<file path="src/rtl/mp_shift_acc_pkg.sv">
// Shared types and helpers for the mp_shift_acc digit-serial shift-accumulate stage.
// Holds the FSM state encoding and the minimum-accumulator-width rule.
package mp_shift_acc_pkg;

    typedef enum logic [0:0] {
        ACC  = 1'b0,
        HOLD = 1'b1
    } state_t;

    // Widest aligned term is an N-bit value shifted by up to 2^S-1 places.
    function automatic int min_acc_w(input int n, input int s);
        return n + (1 << s) - 1;
    endfunction

endpackage

</file>
<file path="src/rtl/mp_lsf.sv">
// Dynamic logical left shifter, log2 stages; bits shifted past the MSB are dropped.
// Latency: combinational.
// Backpressure: none, pure datapath.
module mp_lsf #(
    parameter int N = 8,
    parameter int S = 3
) (
    input  logic [N-1:0] src,
    input  logic [S-1:0] amt,
    output logic [N-1:0] res
);

    always_comb begin
        res = src;
        for (int i = 0; i < S; i++) begin
            if (amt[i]) begin
                res = res << (1 << i);
            end
        end
    end

endmodule

</file>
<file path="src/rtl/mp_shift_acc.sv">
// Digit-serial shift-accumulate: sums sign-extended, left-shifted partial products per in_last group.
// Latency: result 1 cycle after the last beat (2 cycles with MP_SHIFT_ACC_PIPE_EN input register).
// Backpressure: result held in HOLD until out_ready; input ready passes out_ready through while holding.
module mp_shift_acc
    import mp_shift_acc_pkg::*;
#(
    parameter int N     = 8,
    parameter int S     = 3,
    parameter int ACC_W = 24,
    parameter int CNT_W = 8
) (
    input  logic             clk,
    input  logic             rst_n,
    input  logic             in_valid,
    output logic             in_ready,
    input  logic [N-1:0]     in_data,
    input  logic [S-1:0]     in_shift,
    input  logic             in_last,
    output logic             out_valid,
    input  logic             out_ready,
    output logic [ACC_W-1:0] out_data,
    output logic [CNT_W-1:0] out_cnt
);

    generate
        if (ACC_W < min_acc_w(N, S)) begin : g_bad_acc_w
            $error("mp_shift_acc: ACC_W must be at least N + 2**S - 1");
        end
    endgenerate

    state_t             state;
    logic [ACC_W-1:0]   acc;
    logic [CNT_W-1:0]   beat_cnt;

    logic               beat_vld;
    logic [N-1:0]       beat_dat;
    logic [S-1:0]       beat_shift;
    logic               beat_last;
    logic               beat_rdy;
    logic               beat_fire;

    // The accumulator can take a beat whenever no result is pending, or the pending one leaves now.
    assign beat_rdy = (state == ACC) || out_ready;

`ifdef MP_SHIFT_ACC_PIPE_EN
    logic               pipe_valid;
    logic [N-1:0]       pipe_data;
    logic [S-1:0]       pipe_shift;
    logic               pipe_last;
    logic               pipe_can_drain;

    assign pipe_can_drain = beat_rdy;
    assign in_ready       = !pipe_valid || pipe_can_drain;

    always_ff @(posedge clk or negedge rst_n) begin
        if (!rst_n) begin
            pipe_valid <= 1'b0;
            pipe_data  <= '0;
            pipe_shift <= '0;
            pipe_last  <= 1'b0;
        end else if (in_ready) begin
            pipe_valid <= in_valid;
            if (in_valid) begin
                pipe_data  <= in_data;
                pipe_shift <= in_shift;
                pipe_last  <= in_last;
            end
        end
    end

    assign beat_vld   = pipe_valid;
    assign beat_dat   = pipe_data;
    assign beat_shift = pipe_shift;
    assign beat_last  = pipe_last;
`else
    assign in_ready   = beat_rdy;
    assign beat_vld   = in_valid;
    assign beat_dat   = in_data;
    assign beat_shift = in_shift;
    assign beat_last  = in_last;
`endif

    assign beat_fire = beat_vld && beat_rdy;

    logic [ACC_W-1:0]   term_ext;
    logic [ACC_W-1:0]   term;
    logic [ACC_W-1:0]   acc_next;
    logic [CNT_W-1:0]   cnt_inc;

    assign term_ext = {{(ACC_W-N){beat_dat[N-1]}}, beat_dat};

    mp_lsf #(
        .N (ACC_W),
        .S (S)
    ) u_lsf (
        .src (term_ext),
        .amt (beat_shift),
        .res (term)
    );

    assign acc_next = (beat_cnt == '0) ? term : acc + term;
    assign cnt_inc  = (beat_cnt == {CNT_W{1'b1}}) ? beat_cnt : beat_cnt + 1'b1;

    always_ff @(posedge clk or negedge rst_n) begin
        if (!rst_n) begin
            state     <= ACC;
            acc       <= '0;
            beat_cnt  <= '0;
            out_valid <= 1'b0;
            out_data  <= '0;
            out_cnt   <= '0;
        end else if (beat_fire) begin
            if (beat_last) begin
                out_data  <= acc_next;
                out_cnt   <= cnt_inc;
                out_valid <= 1'b1;
                acc       <= '0;
                beat_cnt  <= '0;
                state     <= HOLD;
            end else begin
                acc       <= acc_next;
                beat_cnt  <= cnt_inc;
                // A fire while holding implies out_ready, so the old result has left.
                out_valid <= 1'b0;
                state     <= ACC;
            end
        end else if (state == HOLD && out_ready) begin
            out_valid <= 1'b0;
            state     <= ACC;
        end
    end

endmodule

</file>
<file path="config.mk">
export PLATFORM = sky130hd
export DESIGN_NAME = mp_shift_acc
export DESIGN_NICKNAME = d
export VERILOG_FILES = /design/src/rtl/mp_shift_acc_pkg.sv /design/src/rtl/mp_lsf.sv /design/src/rtl/mp_shift_acc.sv
export SDC_FILE = /design/constraint.sdc
export NUM_CORES = 1
export LEC_CHECK = 0
export ABC_CLOCK_PERIOD_IN_PS = 2450
export BUFFER_PORTS_ARGS = -buffer_cell sky130_fd_sc_hd__buf_2
export CAP_MARGIN = 20
export CORE_ASPECT_RATIO = 0.9
export CORE_MARGIN = 5
export CORE_UTILIZATION = 55
export CTS_BUF_LIST = sky130_fd_sc_hd__clkbuf_8
export DETAILED_ROUTE_END_ITERATION = 7
export PLACE_DENSITY = 0.89
export SLEW_MARGIN = 30
export SYNTH_ARGS = -nofsm -noshare
export SYNTH_HDL_FRONTEND = slang
export SYNTH_SLANG_ARGS = --single-unit
export TNS_END_PERCENT = 20
</file>
<file path="constraint.sdc">
create_clock -name clk -period 2.45 [get_ports clk]
set_input_delay 0.245 -clock clk [delete_from_list [all_inputs] [get_ports clk]]
set_output_delay 0.245 -clock clk [all_outputs]
set_load 0.05 [all_outputs]
</file>
Word level (Yosys, flattened, before mapping)
Cells that the tools add are included.
- input bits: 16
- register bits after elaboration: 65
- reductions and logical operators: 6
- add/sub/neg operators: 2
- multiplexer cells: 10
- equal/unequal tests: 1
- bitwise operators: 1
- operators with widths (operator ; number):
    $mux W24 ; 2
    $add A24 B24 Y24 ; 1
    $mux W8 ; 3
    $mux W14 ; 1
    $mux W10 ; 1
    $add A8 B1 Y8 const B ; 1
    $eq A8 B8 Y1 const B ; 1
    $logic_not A8 Y1 ; 1
    $mux W1 ; 3
    $logic_and A1 B1 Y1 ; 2
    $reduce_and A2 Y1 ; 1
    $reduce_bool A2 Y1 ; 1
    $logic_or A1 B1 Y1 ; 1
    $not A1 Y1 ; 1

Depth between registers and ports, before layout
Gate-level depths: netlist (run 1).
- depth in word-level cells: 6
- gate-level depth with buffers: 15
- gate-level depth less buffers: 13

By module
From an unflattened synthesis (run 1), not the netlist that was laid out.
- cell total of the unflattened synthesis: 571
- area total of the unflattened synthesis: 4986.0 um^2
- by module, submodules not included (module ; area an instance (um^2) ; cells each ; instances):
    mp_shift_acc ; 4041.4 ; 453 ; 1
    mp_lsf ; 944.7 ; 118 ; 1

Worst setup path before layout (run 1)
No wires, ideal clock.
- path kind: input to register
- start: input in_shift[0]
- end: register acc[16]
- setup slack: -1.000 ns
- stages: 15
- path buffers: 2
- arrival time: 3.324 ns
- library setup time: 0.126 ns
- cell sequence: clkbuf_1 > mux2_2 > nor2_1 > a21oi_1 > nand2_1 > o21ai_0 > ha_1 > clkbuf_1 > o21a_1 > o211ai_1 > a21oi_1 > a221oi_1 > o21ai_0 > xnor2_1 > a221o_1
- word-level cells in the longest chain between the ends: 6
- RTL lines (what ; RTL line ; RTL):
    start, declared ; mp_shift_acc.sv:17 ; input logic [S-1:0] in_shift,
    $mux W8 ; mp_lsf.sv:16 ; if (amt[i]) begin
    $mux W10 ; mp_lsf.sv:16 ;
    $mux W14 ; mp_lsf.sv:16 ;
    $add A24 B24 Y24 ; mp_shift_acc.sv:101 ; assign acc_next = (beat_cnt == '0) ? term : acc + term;
    $mux W24 ; mp_shift_acc.sv:101 ;
    $mux W24 ; mp_shift_acc.sv:113 ; if (beat_last) begin
    end signal, assigned ; mp_shift_acc.sv:121 ; acc <= acc_next;
    end, declared ; mp_shift_acc.sv:32 ; logic [ACC_W-1:0] acc;
Every way passes these cells.
A chain may end at the register's enable or synchronous reset.

Worst setup path after layout (run 1)
- start: input in_shift[0]
- end: register acc[23]
The elaborated chain is that of the path after synthesis.

==> run_results.csv, run 1 <==
group,metric,value,unit
status,outcome,"finished with violations",
status,violations,"setup timing",
logic_synthesis,synth.distinct_cells,50,
global_routing,overflow,0,
clock_tree,insertion_delay,0.37,ns
logic_synthesis,async_flop_share,100,%
power_and_ir_drop,p_per_area,1180,mW/mm²
floorplan,die_y,94.9,µm
detailed_routing,drc_errors,0,
global_routing,grt_pass1_wl,23700,µm
global_routing,grt_use_met2,50.1,%
floorplan,dieArea,0.00990,mm²
place,routabilityCongestion,0.971,
clock_tree,cts_root_buffer,"clkbuf_8",
global_routing,busiest_layer,"met2",
logic_synthesis,synth.avg_cell_area,8.32,µm²
logic_synthesis,synth-seq-cells,65,
finish,fill_cells,507,
worst_setup_path,path_class,"input pin to flop",
detailed_routing,post_drt_wl_per_cell,18.9,µm
logic_synthesis,synth_seq_area_share,36.9,%
sta,period_needed,3.01,ns
logic_synthesis,synth_ff_type,"dfrtp_1",
logic_synthesis,syn_nets,571,
global_routing,grt_pass1_vias,5113,
detailed_routing,drtPass1Iterations,6,
finish,final_cell_mix,"100 x buf_4, 79 x nand2_1, 65 x dfrtp_1",
clock_tree,path_clk_slew,0.08,ns
clock_tree,ctsLongestPathBuffers,2,
finish,syn_to_final_growth,35.4,%
logic_synthesis,yosysWarnings,0,
sta,worst_slack,-0.563,ns
sta,hold_viol_final,0,
worst_setup_path,reg2reg_slack,-0.31,ns
logic_synthesis,syn_inst,529,
floorplan,coreArea,0.00791,mm²
logic_synthesis,synth-edff-count,0,
clock_tree,htree_levels,3,
sta,drv_slew,0,
worst_hold_path,hold_end,"state",
power_and_ir_drop,netSwitchingPower,0.00339,W
sta,holdWs,0.214,ns
detailed_routing,drt-initial-drc-count,456,
global_routing,gr-usage-met3,5.88,%
global_routing,grt_antenna_before_repair,0,
power_and_ir_drop,p_clk_share,13.8,%
clock_tree,cts_buffers,9,
worst_setup_path,end_kind,"flop",
power_and_ir_drop,leakage,2.83,nW
sta,final-setup-viol-count,33,
worst_hold_path,hp-start,"out_ready",
sta,worst_pin_slew,0.710,ns
finish,final_nets,707,
floorplan,rows,31,
worst_setup_path,r2r_start,"acc[8]",
detailed_routing,final_antenna_net_count,0,
worst_setup_path,crit_fanout,5,
worst_setup_path,cp.required,2.70,ns
power_and_ir_drop,peakVddDrop,901,µV
worst_setup_path,cp.arrival,3.26,ns
sta,rsz0062_at_grt,"true",
detailed_routing,vias,4875,
flow_run,maxCapViolations,0,
power_and_ir_drop,p_int,0.00364,W
worst_setup_path,reg2regPathDepth,8,
power_and_ir_drop,sw_frac_of_total,48.2,%
logic_synthesis,syn-cell-area,0.00440,mm²
place,dp_hpwl,9810,µm
finish,drive_gt1_share,33.7,%
power_and_ir_drop,fin_total_pwr,0.00704,W
floorplan,die_x,104,µm
clock_tree,cts_sinks,65,
detailed_routing,wirelength,14500,µm
clock_tree,cts_tree,"built",
sta,max_slew_margin,52.4,%
global_routing,met1_usage,34.0,%
sta,fmax,332,MHz
global_routing,grt_max_degree,45,
sta,skew,0.0168,ns
floorplan,io_pins,50,
finish,final_common_cell,"buf_4",
floorplan,initial_core_util,55.6,%
sta,fin_crit_sh,123,%
detailed_routing,viasPerCell,6.34,
worst_hold_path,holdPathStages,3,
power_and_ir_drop,p_seq_share,24.0,%
finish,antenna_cells,0,
global_routing,track_usage,29.3,%
power_and_ir_drop,p_comb_share,62.2,%
worst_hold_path,min_path_type,"input pin to flop",
place,port_buffers,49,
worst_setup_path,r2r-end,"acc[23]",
worst_setup_path,crit_path_start_kind,"input pin",
worst max path at each step:
stage,startpoint,end,slack (ns)
finish,in_shift[0],acc[23],-0.56
CTS,in_shift[0],acc[23],-0.43
global route,in_shift[0],acc[23],-0.65
detailed placement,in_shift[0],out_data[23],-0.93
floorplan,in_shift[0],out_data[23],-0.65
global placement,in_shift[0],out_data[23],-0.81
what timing repair did:
| item | in CTS | in global routing |
|---|---|---|
| endpoints found under the setup margin | 34 | 38 |
| hold buffers | 1 | 0 |
| resized for setup | 45 | 13 |
| pin swaps | 20 | 9 |
| endpoints found under the hold margin | 27 | 0 |
| setup buffers | 5 | 2 |
power by group through the flow:
stage / logic [W] / clock network [W] / registers [W]
6_report: 0.00438 / 0.000974 / 0.00169
5_1_grt: 0.00465 / 0.00102 / 0.00173
4_1_cts: 0.00425 / 0.000972 / 0.00167
3_5_place_dp: 0.00405 / 0 / 0.00168
3_3_place_gp: 0.00388 / 0 / 0.00166
2_1_floorplan: 0.00189 / 0 / 0.00234
state kept, by name, indices dropped and copies added, names as in the netlist:
register  count
acc          24
beat_cnt      8
out_cnt       8
out_data     24
state         1
final cells by class:
type                            instances  area [µm²]  area share [%]
Multi-Input combinational cell        422        2900            48.6
Sequential cell                        65        1630            27.3
Timing Repair Buffer                  153        1060            17.8
Clock buffer                            9         124            2.08
Tap cell                               99         124            2.08
Clock inverter                          7        76.3            1.28
Inverter                               14        52.6           0.882
kinds of logic (layout without fill, tap and decap cells):
group           Yosys count  count (layout)  synth area share [%]
mux                      24              24                  5.60
xor+xnor                 25              25                  4.97
compound gates          177             177                  24.2
buf+inv                  42             183                  3.67
flops                    65              65                  36.9
fa+ha+maj                26              26                  7.56
simple gates            170             170                  17.1
cells in the mapped netlist (all sizes together), types with 2 or more instances:
cell / count / area [µm²]
xor2: 9 / 78.8
o22ai: 4 / 25.0
nor4: 2 / 12.5
a21oi: 48 / 240
nand2: 83 / 317
a211oi: 2 / 15.0
o31ai: 2 / 15.0
o211ai: 4 / 30.0
mux2i: 19 / 190
a21o: 10 / 75.1
a221o: 9 / 90.1
xnor2: 16 / 140
o21a: 3 / 22.5
a221oi: 3 / 26.3
a31oi: 7 / 58.8
or3: 2 / 17.5
inv: 14 / 52.6
buf: 3 / 15.0
ha: 25 / 313
o21ai: 74 / 370
nand2b: 8 / 50.1
mux2: 5 / 56.3
and3: 5 / 31.3
or4: 2 / 15.0
nand4: 5 / 31.3
nand3: 10 / 50.1
nor2: 40 / 150
and2: 3 / 18.8
nor2b: 3 / 18.8
clkbuf: 25 / 93.8
nor3: 5 / 25.0
dfrtp: 65 / 1630
per-layer routing:
layer / up-vias / wire [µm] / share of wire, %
li1: 2171 / - / -
met1: 2332 / 5590 / 38
met2: 292 / 7000 / 48
met3: 80 / 1250 / 8.6
met4: 0 / 705 / 4.8
met5: - / 0 / 0
stage by stage:
stage          setup slack [ns]  util (%)  instance area [µm²]  instances  setup TNS [ns]
4_1_cts                  -0.426      74.4                 5880        767           -5.27
3_5_place_dp             -0.928      69.1                 5470        745          -24.66
5_1_grt                  -0.651      75.3                 5960        769          -11.92
2_1_floorplan            -0.653         -                 4490        529           -6.78
3_3_place_gp             -0.808      69.0                 5460        745          -20.12
6_report                 -0.563      75.3                 5960        769           -8.05
worst max-delay path: stages:
cell      delay [ns]
buf_8           0.11
buf_6           0.13
mux2_4          0.31
o21ai_4         0.14
buf_4           0.13
o22ai_2         0.09
ha_1            0.35
o211ai_1        0.14
o211a_1         0.26
or3_4           0.43
a31oi_4         0.29
mux2i_1         0.22
a21oi_1         0.08
o32ai_1         0.32
No activity file was read; power rests on OpenSTA's default activity.
==> run 2, diff against run 1 <==
Settings changed: CORE_MARGIN 5 to 3.
==> run_results.csv, run 2 (synthesis results as in run 1) <==
group,metric,value,unit
global_routing,grt_antenna_before_repair,0,
detailed_routing,vias,5101,
clock_tree,cts_tree,"built",
detailed_routing,drt-initial-drc-count,607,
global_routing,overflow,0,
detailed_routing,drc_errors,0,
sta,worst_slack,-0.492,ns
detailed_routing,wirelength,16000,µm
sta,worst_pin_slew,0.793,ns
clock_tree,ctsLongestPathBuffers,2,
worst_setup_path,crit_family,"compound AO/OA/AOI/OAI gates",
floorplan,initial_core_util,57.5,%
power_and_ir_drop,leakage,2.92,nW
worst_setup_path,reg2regPathDepth,9,
worst_setup_path,critPathMaxStageDelay,0.34,ns
finish,antenna_cells,0,
finish,final_cell_mix,"108 x buf_4, 77 x nand2_1, 65 x dfrtp_1",
clock_tree,cts_root_buffer,"clkbuf_8",
detailed_routing,viasPerCell,6.56,
sta,skew,0.0100,ns
worst_setup_path,cp_slowest_cell,"o211ai_1",
status,violations,"setup timing",
finish,utilization,80.9,%
finish,final_nets,718,
clock_tree,cts_buffers,9,
worst_setup_path,path_buf_inv,5,
sta,setup_tns,-8.99,ns
floorplan,io_pins,50,
power_and_ir_drop,peakVddDrop,915,µV
sta,fin_crit_sh,120,%
finish,final_common_cell,"buf_4",
finish,drive_gt1_share,36.9,%
worst_setup_path,path_class,"input pin to flop",
status,outcome,"finished with violations",
worst_hold_path,min_path_type,"input pin to flop",
floorplan,coreArea,0.00766,mm²
detailed_routing,final_antenna_net_count,0,
floorplan,rows,30,
sta,period_needed,2.94,ns
global_routing,grt_pass1_wl,22800,µm
worst_setup_path,crit_fanout,6,
finish,syn_to_final_growth,40.7,%
detailed_routing,drtPass1Iterations,8,
worst_hold_path,hp-start,"out_ready",
worst_hold_path,hold_end,"state",
sta,fmax,340,MHz
clock_tree,insertion_delay,0.37,ns
worst_setup_path,r2r-end,"acc[19]",
sta,hold_viol_final,0,
finish,largestRegisters,"acc (24), out_data (24)",
sta,final-setup-viol-count,29,
clock_tree,htree_levels,3,
worst_setup_path,cp.arrival,3.19,ns
place,dp_hpwl,9530,µm
worst_setup_path,cp_cell_sequence,"buf_12 > buf_8 > mux2i_4 > mux2_4 > mux2i_4 > ha_4 > buf_6 > o21a_1 > o211ai_1 > a21oi_2 > a221oi_2 > buf_4 > buf_4 > o21ai_2 > xor2_1 > a221o_1",
floorplan,dieArea,0.00912,mm²
worst_setup_path,r2r_start,"acc[7]",
floorplan,die_x,100,µm
worst_setup_path,end_kind,"flop",
clock_tree,cts_sinks,65,
global_routing,track_usage,31.3,%
power_and_ir_drop,p_per_area,1170,mW/mm²
place,port_buffers,49,
place,routabilityCongestion,0.993,
worst_hold_path,holdPathStages,3,
flow_run,maxCapViolations,0,
sta,rsz0062_at_grt,"true",
clock_tree,path_clk_slew,0.08,ns
sta,holdWs,0.196,ns
global_routing,grt_pass1_vias,4865,
sta,max_slew_margin,46.8,%
sta,drv_slew,0,
floorplan,die_y,90.9,µm
worst_setup_path,crit_path_start_kind,"input pin",
worst_setup_path,cp.required,2.70,ns
detailed_routing,post_drt_wl_per_cell,20.6,µm
worst_setup_path,reg2reg_slack,-0.22,ns
global_routing,grt_max_degree,45,
run 2: worst min-delay path, cell delays in order:
cell	delay [ns]
buf_2	0.07
nand2b_1	0.14
nand2_1	0.07
run 2: final cells by class:
| type | count | area, µm² |
|---|---|---|
| Multi-Input combinational cell | 422 | 3040 |
| Fill cell | 451 | 1460 |
| Timing Repair Buffer | 164 | 1170 |
| Sequential cell | 65 | 1630 |
| Inverter | 14 | 56.3 |
| Clock buffer | 9 | 124 |
| Clock inverter | 7 | 55.1 |
| Tap cell | 96 | 120 |
run 2: per-layer routing:
layer	GRT usage (%)	share of wire [%]	up-vias	routed length [µm]
li1	-	-	2193	-
met1	37.8	36	2394	5740
met2	51.8	47	391	7560
met3	7.80	11	123	1750
met4	14.9	5.9	0	943
met5	0	0	-	0
run 2: power by group:
group | total (W) | switching, W | internal [W]
combinational | 0.00472 | 0.00286 | 0.00186
sequential | 0.00169 | 0.000261 | 0.00143
clock | 0.000864 | 0.000491 | 0.000373
total | 0.00728 | 0.00361 | 0.00366
run 2: through the flow:
step	worst slack, ns	total power, W	cells	instance area, µm²
floorplan	-0.653	0.00424	529	4490
global placement	-0.849	0.00556	744	5470
detailed placement	-0.995	0.00568	744	5470
CTS	-0.420	0.00676	771	5980
global route	-0.570	0.00758	777	6200
finish	-0.492	0.00728	777	6200
run 2: repair_timing:
| item | 4_1_cts | 5_1_grt |
|---|---|---|
| hold buffers | 1 | 0 |
| pin swaps | 19 | 19 |
| gates resized for setup | 47 | 44 |
| setup endpoints to repair | 34 | 38 |
| buffers inserted | 10 | 6 |
| endpoints found under the hold margin | 24 | 0 |
run 2: how the worst max path moves through the flow:
stage	cells after the start	end	start	slack, ns
2_1_floorplan	12	out_data[23]	in_shift[0]	-0.65
3_3_place_gp	16	acc[18]	in_shift[0]	-0.85
3_5_place_dp	13	out_data[23]	in_shift[0]	-1.0
4_1_cts	13	acc[23]	in_shift[0]	-0.42
5_1_grt	16	acc[18]	in_shift[0]	-0.57
6_report	16	acc[18]	in_shift[0]	-0.49
